--- config.mk ---
export PLATFORM = sky130hd
export DESIGN_NAME = ibex_instr_realigner
export DESIGN_NICKNAME = d
export VERILOG_FILES = /design/src/rtl/ibex_instr_realigner.sv
export SDC_FILE = /design/constraint.sdc
export NUM_CORES = 1
export LEC_CHECK = 0
export ABC_AREA = 1
export BUFFER_PORTS_ARGS = -buffer_cell sky130_fd_sc_hd__buf_2
export CORE_MARGIN = 2
export CORE_UTILIZATION = 35
export CTS_CLUSTER_DIAMETER = 100
export DETAILED_ROUTE_END_ITERATION = 6
export PLACE_DENSITY = 0.63
export RECOVER_POWER = 50
export SLEW_MARGIN = 20
export SYNTH_ARGS = -nofsm -noshare
export SYNTH_HDL_FRONTEND = slang
export SYNTH_SLANG_ARGS = --single-unit
export TNS_END_PERCENT = 10
--- constraint.sdc ---
create_clock -name clk_i -period 3.4 [get_ports clk_i]
set_input_delay 0.17 -clock clk_i [delete_from_list [all_inputs] [get_ports clk_i]]
set_output_delay 0.17 -clock clk_i [all_outputs]
set_load 0.01 [all_outputs]
--- src/rtl/ibex_instr_realigner.sv ---
// Realigns word-aligned fetch words into 16/32-bit instructions with PC tracking.
// One cycle from push to output (no bypass); in_ready_o is registered-only, out_* hold under stall.
module ibex_instr_realigner #(
  parameter int unsigned DEPTH = 3
) (
  input  logic        clk_i,
  input  logic        rst_ni,
  input  logic        clear_i,
  input  logic        in_valid_i,
  output logic        in_ready_o,
  input  logic [31:0] in_addr_i,
  input  logic [31:0] in_rdata_i,
  input  logic        in_err_i,
  output logic        out_valid_o,
  input  logic        out_ready_i,
  output logic [31:0] out_addr_o,
  output logic [31:0] out_rdata_o,
  output logic        out_err_o
);

  localparam int unsigned CW = $clog2(DEPTH + 1);
  localparam logic [CW-1:0] DEPTH_C = CW'(DEPTH);

  logic [31:0]      rdata_q [DEPTH];
  logic [31:0]      rdata_d [DEPTH];
  logic [DEPTH-1:0] err_q;
  logic [DEPTH-1:0] err_d;
  logic [CW-1:0]    count_q;
  logic [CW-1:0]    count_d;
  logic [CW-1:0]    wr_idx;
  logic [31:0]      pc_q;
  logic [31:0]      pc_d;

  logic        e0v;
  logic        e1v;
  logic [31:0] w0;
  logic [15:0] w1_lo;
  logic        w0_err;
  logic        w1_err;
  logic        off;
  logic [15:0] half;
  logic        comp;
  logic        push;
  logic        pop;
  logic        hs;

  // Invalid entries read as zero so idle outputs are all-zero after reset.
  assign e0v    = (count_q != '0);
  assign e1v    = (count_q > CW'(1));
  assign w0     = e0v ? rdata_q[0] : 32'h0;
  assign w1_lo  = e1v ? rdata_q[1][15:0] : 16'h0;
  assign w0_err = e0v & err_q[0];
  assign w1_err = e1v & err_q[1];

  assign off  = pc_q[1];
  assign half = off ? w0[31:16] : w0[15:0];
  assign comp = (half[1:0] != 2'b11);

  assign in_ready_o  = (count_q < DEPTH_C);
  assign out_valid_o = !clear_i & e0v & (comp | !off | e1v | w0_err);
  assign out_addr_o  = pc_q;
  assign out_err_o   = w0_err | (!comp & off & e1v & w1_err);

  always_comb begin
    out_rdata_o = {16'h0000, half};
    if (!comp && !off) begin
      out_rdata_o = w0;
    end else if (!comp && off && e1v && !w0_err) begin
      out_rdata_o = {w1_lo, w0[31:16]};
    end
  end

  // An aligned compressed instruction leaves the upper half of w0 still pending.
  assign hs     = out_valid_o & out_ready_i;
  assign pop    = hs & !(comp & !off);
  assign push   = in_valid_i & in_ready_o & !clear_i;
  assign wr_idx = count_q - {{(CW-1){1'b0}}, pop};

  always_comb begin
    for (int unsigned i = 0; i < DEPTH; i++) begin
      rdata_d[i] = rdata_q[i];
      err_d[i]   = err_q[i];
    end
    count_d = count_q;
    pc_d    = pc_q;

    if (clear_i) begin
      count_d = '0;
      pc_d    = in_addr_i & 32'hFFFF_FFFE;
    end else begin
      if (pop) begin
        for (int unsigned i = 0; i < DEPTH - 1; i++) begin
          rdata_d[i] = rdata_q[i+1];
          err_d[i]   = err_q[i+1];
        end
      end
      for (int unsigned i = 0; i < DEPTH; i++) begin
        if (push && (wr_idx == CW'(i))) begin
          rdata_d[i] = in_rdata_i;
          err_d[i]   = in_err_i;
        end
      end
      count_d = count_q + {{(CW-1){1'b0}}, push} - {{(CW-1){1'b0}}, pop};
      if (hs) begin
        pc_d = pc_q + (comp ? 32'd2 : 32'd4);
      end
    end
  end

  always_ff @(posedge clk_i or negedge rst_ni) begin
    if (!rst_ni) begin
      for (int unsigned i = 0; i < DEPTH; i++) begin
        rdata_q[i] <= 32'h0;
      end
      err_q   <= '0;
      count_q <= '0;
      pc_q    <= 32'h0;
    end else begin
      for (int unsigned i = 0; i < DEPTH; i++) begin
        rdata_q[i] <= rdata_d[i];
      end
      err_q   <= err_d;
      count_q <= count_d;
      pc_q    <= pc_d;
    end
  end

endmodule

Yosys cells after proc, flatten, opt, wreduce, memory -nomap -nowiden
Cells that the tools add are included. W data, S select, Z words.

Register bits after elaboration: 133. Latch bits: 0. Memory bits (writable): 0. ROM bits: 0. Output and inout bits: 67. Word-level logic and storage cells: 69. Memories kept: 0.

$add $sub $neg: 4. Multiply operators: 0. Div/mod/pow operators: 0. Order comparisons: 2. Eq/ne operators: 3. Shift operators: 0. Muxes and demuxes: 15. Bitwise logic cells: 17. Reductions and logical operators: 20.

Operator list (number): $mux W32 (7); $mux W64 (1); $add A32 B3 Y32 (1); $mux W16 (2); $and A1 B1 Y1 (12); $reduce_bool A2 Y1 (4); $logic_and A1 B1 Y1 (7); $reduce_and A2 Y1 (3); $logic_not A1 Y1 (5); $mux W2 (2); $or A1 B1 Y1 (4); $sub A2 B1 Y2 (2); $mux W3 (1); $add A2 B1 Y2 (1); $eq A2 B1 Y1 const B (1); $eq A2 B2 Y1 const B (1); $gt A2 B1 Y1 const B (1); $logic_not A2 Y1 (1); $lt A2 B2 Y1 const B (1); $mux W1 (2); $ne A2 B2 Y1 const B (1); $not A1 Y1 (1).

Logic depth before layout (Yosys ltp)
Word-level depth: 15. Depth in mapped cells: 21.

Least setup slack after synthesis
Ideal clock, no wire load.

Path type: register to register. Start point: register count_q[1]. End point: register rdata_q[69] (netlist bit). Setup time: 0.117 ns. Arrival: 2.688 ns. Data required time: 3.283 ns. Setup slack: 0.596 ns. Stages on the path, launching flop included: 20. Period minus slack after synthesis: 2.804 ns. Cells stage by stage: dfrtp_1 -> buf_6 -> nor2_2 -> inv_1 -> nand2_1 -> o31ai_1 -> inv_1 -> ha_1 -> inv_1 -> nand4_4 -> inv_1 -> ha_1 -> xnor2_4 -> nand3_4 -> buf_6 -> buf_6 -> nand2_1 -> o21ai_0 -> nand2_1 -> nand2_1.

Word-level cells in the longest chain between the ends: 15.

RTL lines: start: declaration (line 28) `logic [CW-1:0] count_q;`; start signal: assignment (line 123) `count_q <= count_d;`; $reduce_bool A2 Y1 (line 48) `assign e0v = (count_q != '0);`; $mux W32 (line 50) `assign w0 = e0v ? rdata_q[0] : 32'h0;`; $mux W16 (line 56) `assign half = off ? w0[31:16] : w0[15:0];`; $ne A2 B2 Y1 (line 57) `assign comp = (half[1:0] != 2'b11);`; $or A1 B1 Y1 (3 in series) (line 60) `assign out_valid_o = !clear_i & e0v & (comp | !off | e1v | w0_err);`; $and A1 B1 Y1 (line 60); $and A1 B1 Y1 (line 74) `assign hs = out_valid_o & out_ready_i;`; $and A1 B1 Y1 (line 75) `assign pop = hs & !(comp & !off);`; $sub A2 B1 Y2 (line 77) `assign wr_idx = count_q - {{(CW-1){1'b0}}, pop};`; $logic_not A2 Y1 (line 98) `if (push && (wr_idx == CW'(i))) begin`; $logic_and A1 B1 Y1 (line 98); $reduce_bool A2 Y1 (no source line); $reduce_and A2 Y1 (no source line); end signal: indexed assignment (line 120) `rdata_q[i] <= rdata_d[i];`; end: declaration (line 24) `logic [31:0] rdata_q [DEPTH];`.

Parallel ways exist; a longest one is shown, timed or not. A chain may end at the register's enable or synchronous reset.

Worst setup path after layout
Start point: register count_q[0]. End point: register rdata_q[81] (netlist bit).

Same word-level chain as after synthesis.

==> impl_metrics.toml <==
[clock_network]
insertion_delay_ns = 0.43
cts_buffer_depth = 2
path_clk_slew_ns = 0.06
cts_max_level = 4
clock_sinks = 132
numCtsBuffers = 17
cts_tree = "yes"
postCtsSetupBuffers = 0
root_buffer = "clkbuf_16"

[layout]
antennaDiodeCount = 0
syn_to_final_growth_pct = 20.8
layout.nets = 1310
drive_above_1_share_pct = 15.4
num-fill-cells = 2293
final_cell_area_mm2 = 0.00929

[detailed_routing]
avgRoutedWirePerCell_um = 14.2
antenna_left = 0
drt-initial-drc-count = 471
totalWireLength_um = 21600
dr.pass1.iters = 5
vias_per_cell = 4.84
num_vias = 7387
drc = 0

[worst_hold_path]
min_path_type = "in -> reg"
hold_depth = 3

[worst_setup_path]
r2r-end = "rdata_q[81]"
crit_path_frequent_cell = "nand2_1"
critical_path_required_ns = 3.76
cp_top_family = "simple AND/OR/NAND/NOR gates"
arrival_ns = 3.39
cp-start-kind = "flip-flop"
rr_worst_depth = 16
path_buf_inv = 4
crit_type = "reg -> reg"
cp_slowest_cell = "dfrtp_1"
crit_path_start = "count_q[0]"
crit_end = "rdata_q[81]"
cp_slowest_stage_delay_ns = 0.45
cp.depth = 16
reg2reg_from = "count_q[0]"
r2r_slack_ns = 0.38
cp_max_fo = 44
cp_cell_sequence = "nor2_4, inv_1, nand2_1, o31ai_1, buf_4, ha_1, nand3_2, nand4_4, inv_1, ha_1, xnor2_4, nand3_4, buf_12, o21ai_0, nand2_1, nand2_1"
crit_path_end_kind = "flip-flop"

[synthesis]
seq_area_frac_synth_pct = 43.0
synth_cell_types = 37
synth-main-ff-cell = "dfrtp_1"
synth_top_area_share_pct = 43.0
synthArstFlopShare_pct = 100
syn-cell-area_mm2 = 0.00768
synth_edf_count = 0
syn-num-nets = 1177
syn_inst = 1099
synth_area_leaders = "dfrtp_1, nand2_1, o21ai_0, inv_1, nand3_1"
yosysWarnings = 0
synth_area_leader_cell = "dfrtp_1"
synth_most_common_cell = "nand2_1"
synth_commonest_cells = "nand2_1, dfrtp_1, inv_1, o21ai_0, nand3_1"
ys_ff_latch = 132
postSynthAreaPerCell_um2 = 6.99

[global_routing]
grt_overflow = 0
track_usage_pct = 18.8
grt_max_degree = 109
antenna_found_initial = 1
grt_pass1_vias = 6739
grt_pass1_wl_um = 35300

[timing]
whs_ns = 0.0188
setup_tns_ns = 0
worst_slack_ns = 0.375
final.period_utilization_pct = 89.0
maxSlewHeadroom_pct = -82.9
worst_pin_slew_ns = 2.74
fin_worst_skew_ns = 0.0172
layout_min_cycle_time_ns = 3.02
max_freq_mhz = 331
hold_violations = 0
slew_viol_final = 109
finalSetupViolCount = 0
rsz0062_at_grt = "no"

[power_and_ir_drop]
swShare_pct = 35.6
clkPwrFrac_pct = 32.1
power.share.combinational_pct = 25.4
power_density_mw_per_mm2 = 648
switchingPower_mw = 2.14
p_seq_share_pct = 42.5
power.internal_mw = 3.87
ir_worst_vdd_v = 0.000317
leakage_nw = 4.78

[floorplanning]
die-area_mm2 = 0.0232
start_util_pct = 35.4
num_io_pins = 137
die_w_um = 152
die_y_um = 152
rows = 54
coreArea_mm2 = 0.0217

[run]
maxCapViolations = 1

[placement]
place_ws_ns = 0.226
post-dp-hpwl_um = 15100
numPortBuffers = 134
place_area_mm2 = 0.00858
gp_congestion = 0.857

[run_status]
status = "finished with violations"
failed_checks = "capacitance limit, slew limit"
-- final cells by class --
type | count | area (µm²) | share of cell area [%]
repair buffers | 168 | 943 | 10.2
well taps | 280 | 350 | 3.77
clock inverters | 15 | 183 | 1.97
clock buffers | 17 | 425 | 4.58
flip-flops and latches | 132 | 3300 | 35.6
inverters | 101 | 389 | 4.19
multi-input cells | 812 | 3690 | 39.8
-- cell usage in the layout (no fill, tap or decap), types with 6 or more instances in the layout --
master / count
nand2_1: 491
dfrtp_1: 132
buf_2: 101
inv_1: 96
o21ai_0: 87
nand3_1: 68
o21ai_1: 56
nor2_1: 47
clkbuf_1: 32
clkbuf_16: 17
buf_4: 16
o21ai_2: 13
dlygate4sd3_1: 12
ha_1: 7
inv_6: 7
xnor2_1: 6
o211ai_1: 6
-- sequential cells by signal, summed over array words and instances, names as in the netlist --
signal      flops
count_q         2
err_q           3
out_addr_o     31
rdata_q        96
-- metrics by stage --
stage	util (%)	cells	total power [mW]
after detailed placement	39.6	1481	4.10
final	42.8	1525	6.02
after global routing	42.8	1525	6.42
after CTS	42.9	1525	6.06
after global placement	39.6	1481	4.03
after floorplan	-	1099	3.59
-- power groups by stage --
stage / logic, mW / clock network [mW] / registers, mW
floorplan: 1.12 / 0 / 2.47
global placement: 1.48 / 0 / 2.55
detailed placement: 1.53 / 0 / 2.57
CTS: 1.56 / 1.96 / 2.55
global route: 1.77 / 2.02 / 2.63
finish: 1.53 / 1.93 / 2.56
-- cells by family after synthesis --
kind of cell	count (synthesis)	share of synthesized area, %
other	1	0.0488
XOR/XNOR	11	1.50
flip-flops	132	43.0
buffers and inverters	155	9.28
AND/OR/NAND/NOR	627	33.2
AO/OA/AOI/OAI	165	11.6
adder cells (fa/ha/maj)	8	1.40
-- layer usage --
| layer | vias to the layer above | GRT usage, % | share of wire [%] |
|---|---|---|---|
| met3 | 22 | 4.04 | 6.4 |
| met4 | 2 | 4.90 | 1.2 |
| met2 | 238 | 30.1 | 46 |
| met1 | 3403 | 25.9 | 47 |
| met5 | - | 0 | 0.060 |
| li1 | 3722 | - | - |
-- worst register-to-register path, stage by stage (launching register included) --
cell and delay, ns:
dfrtp_1 0.45, nor2_4 0.09, inv_1 0.13, nand2_1 0.08
o31ai_1 0.22, buf_4 0.18, ha_1 0.20, nand3_2 0.15
nand4_4 0.16, inv_1 0.06, ha_1 0.24, xnor2_4 0.23
nand3_4 0.12, buf_12 0.19, o21ai_0 0.30, nand2_1 0.10
nand2_1 0.07
-- worst min-delay path by stage --
stage                       start        endpoint  slack, ns
finish               in_addr_i[4]   out_addr_o[4]       0.02
global route         in_addr_i[4]   out_addr_o[4]       0.03
CTS                  in_addr_i[4]   out_addr_o[4]      0.009
detailed placement         rst_ni     rdata_q[26]       0.39
global placement    in_addr_i[12]  out_addr_o[12]       0.39
floorplan                  rst_ni      count_q[0]      -0.13
-- timing repair --
item,CTS,global route
hold buffers,12,0
gates resized for setup,0,9
setup endpoints to repair,0,92
endpoints found under the hold margin,117,0
No activity file was read; power rests on OpenSTA's default activity.
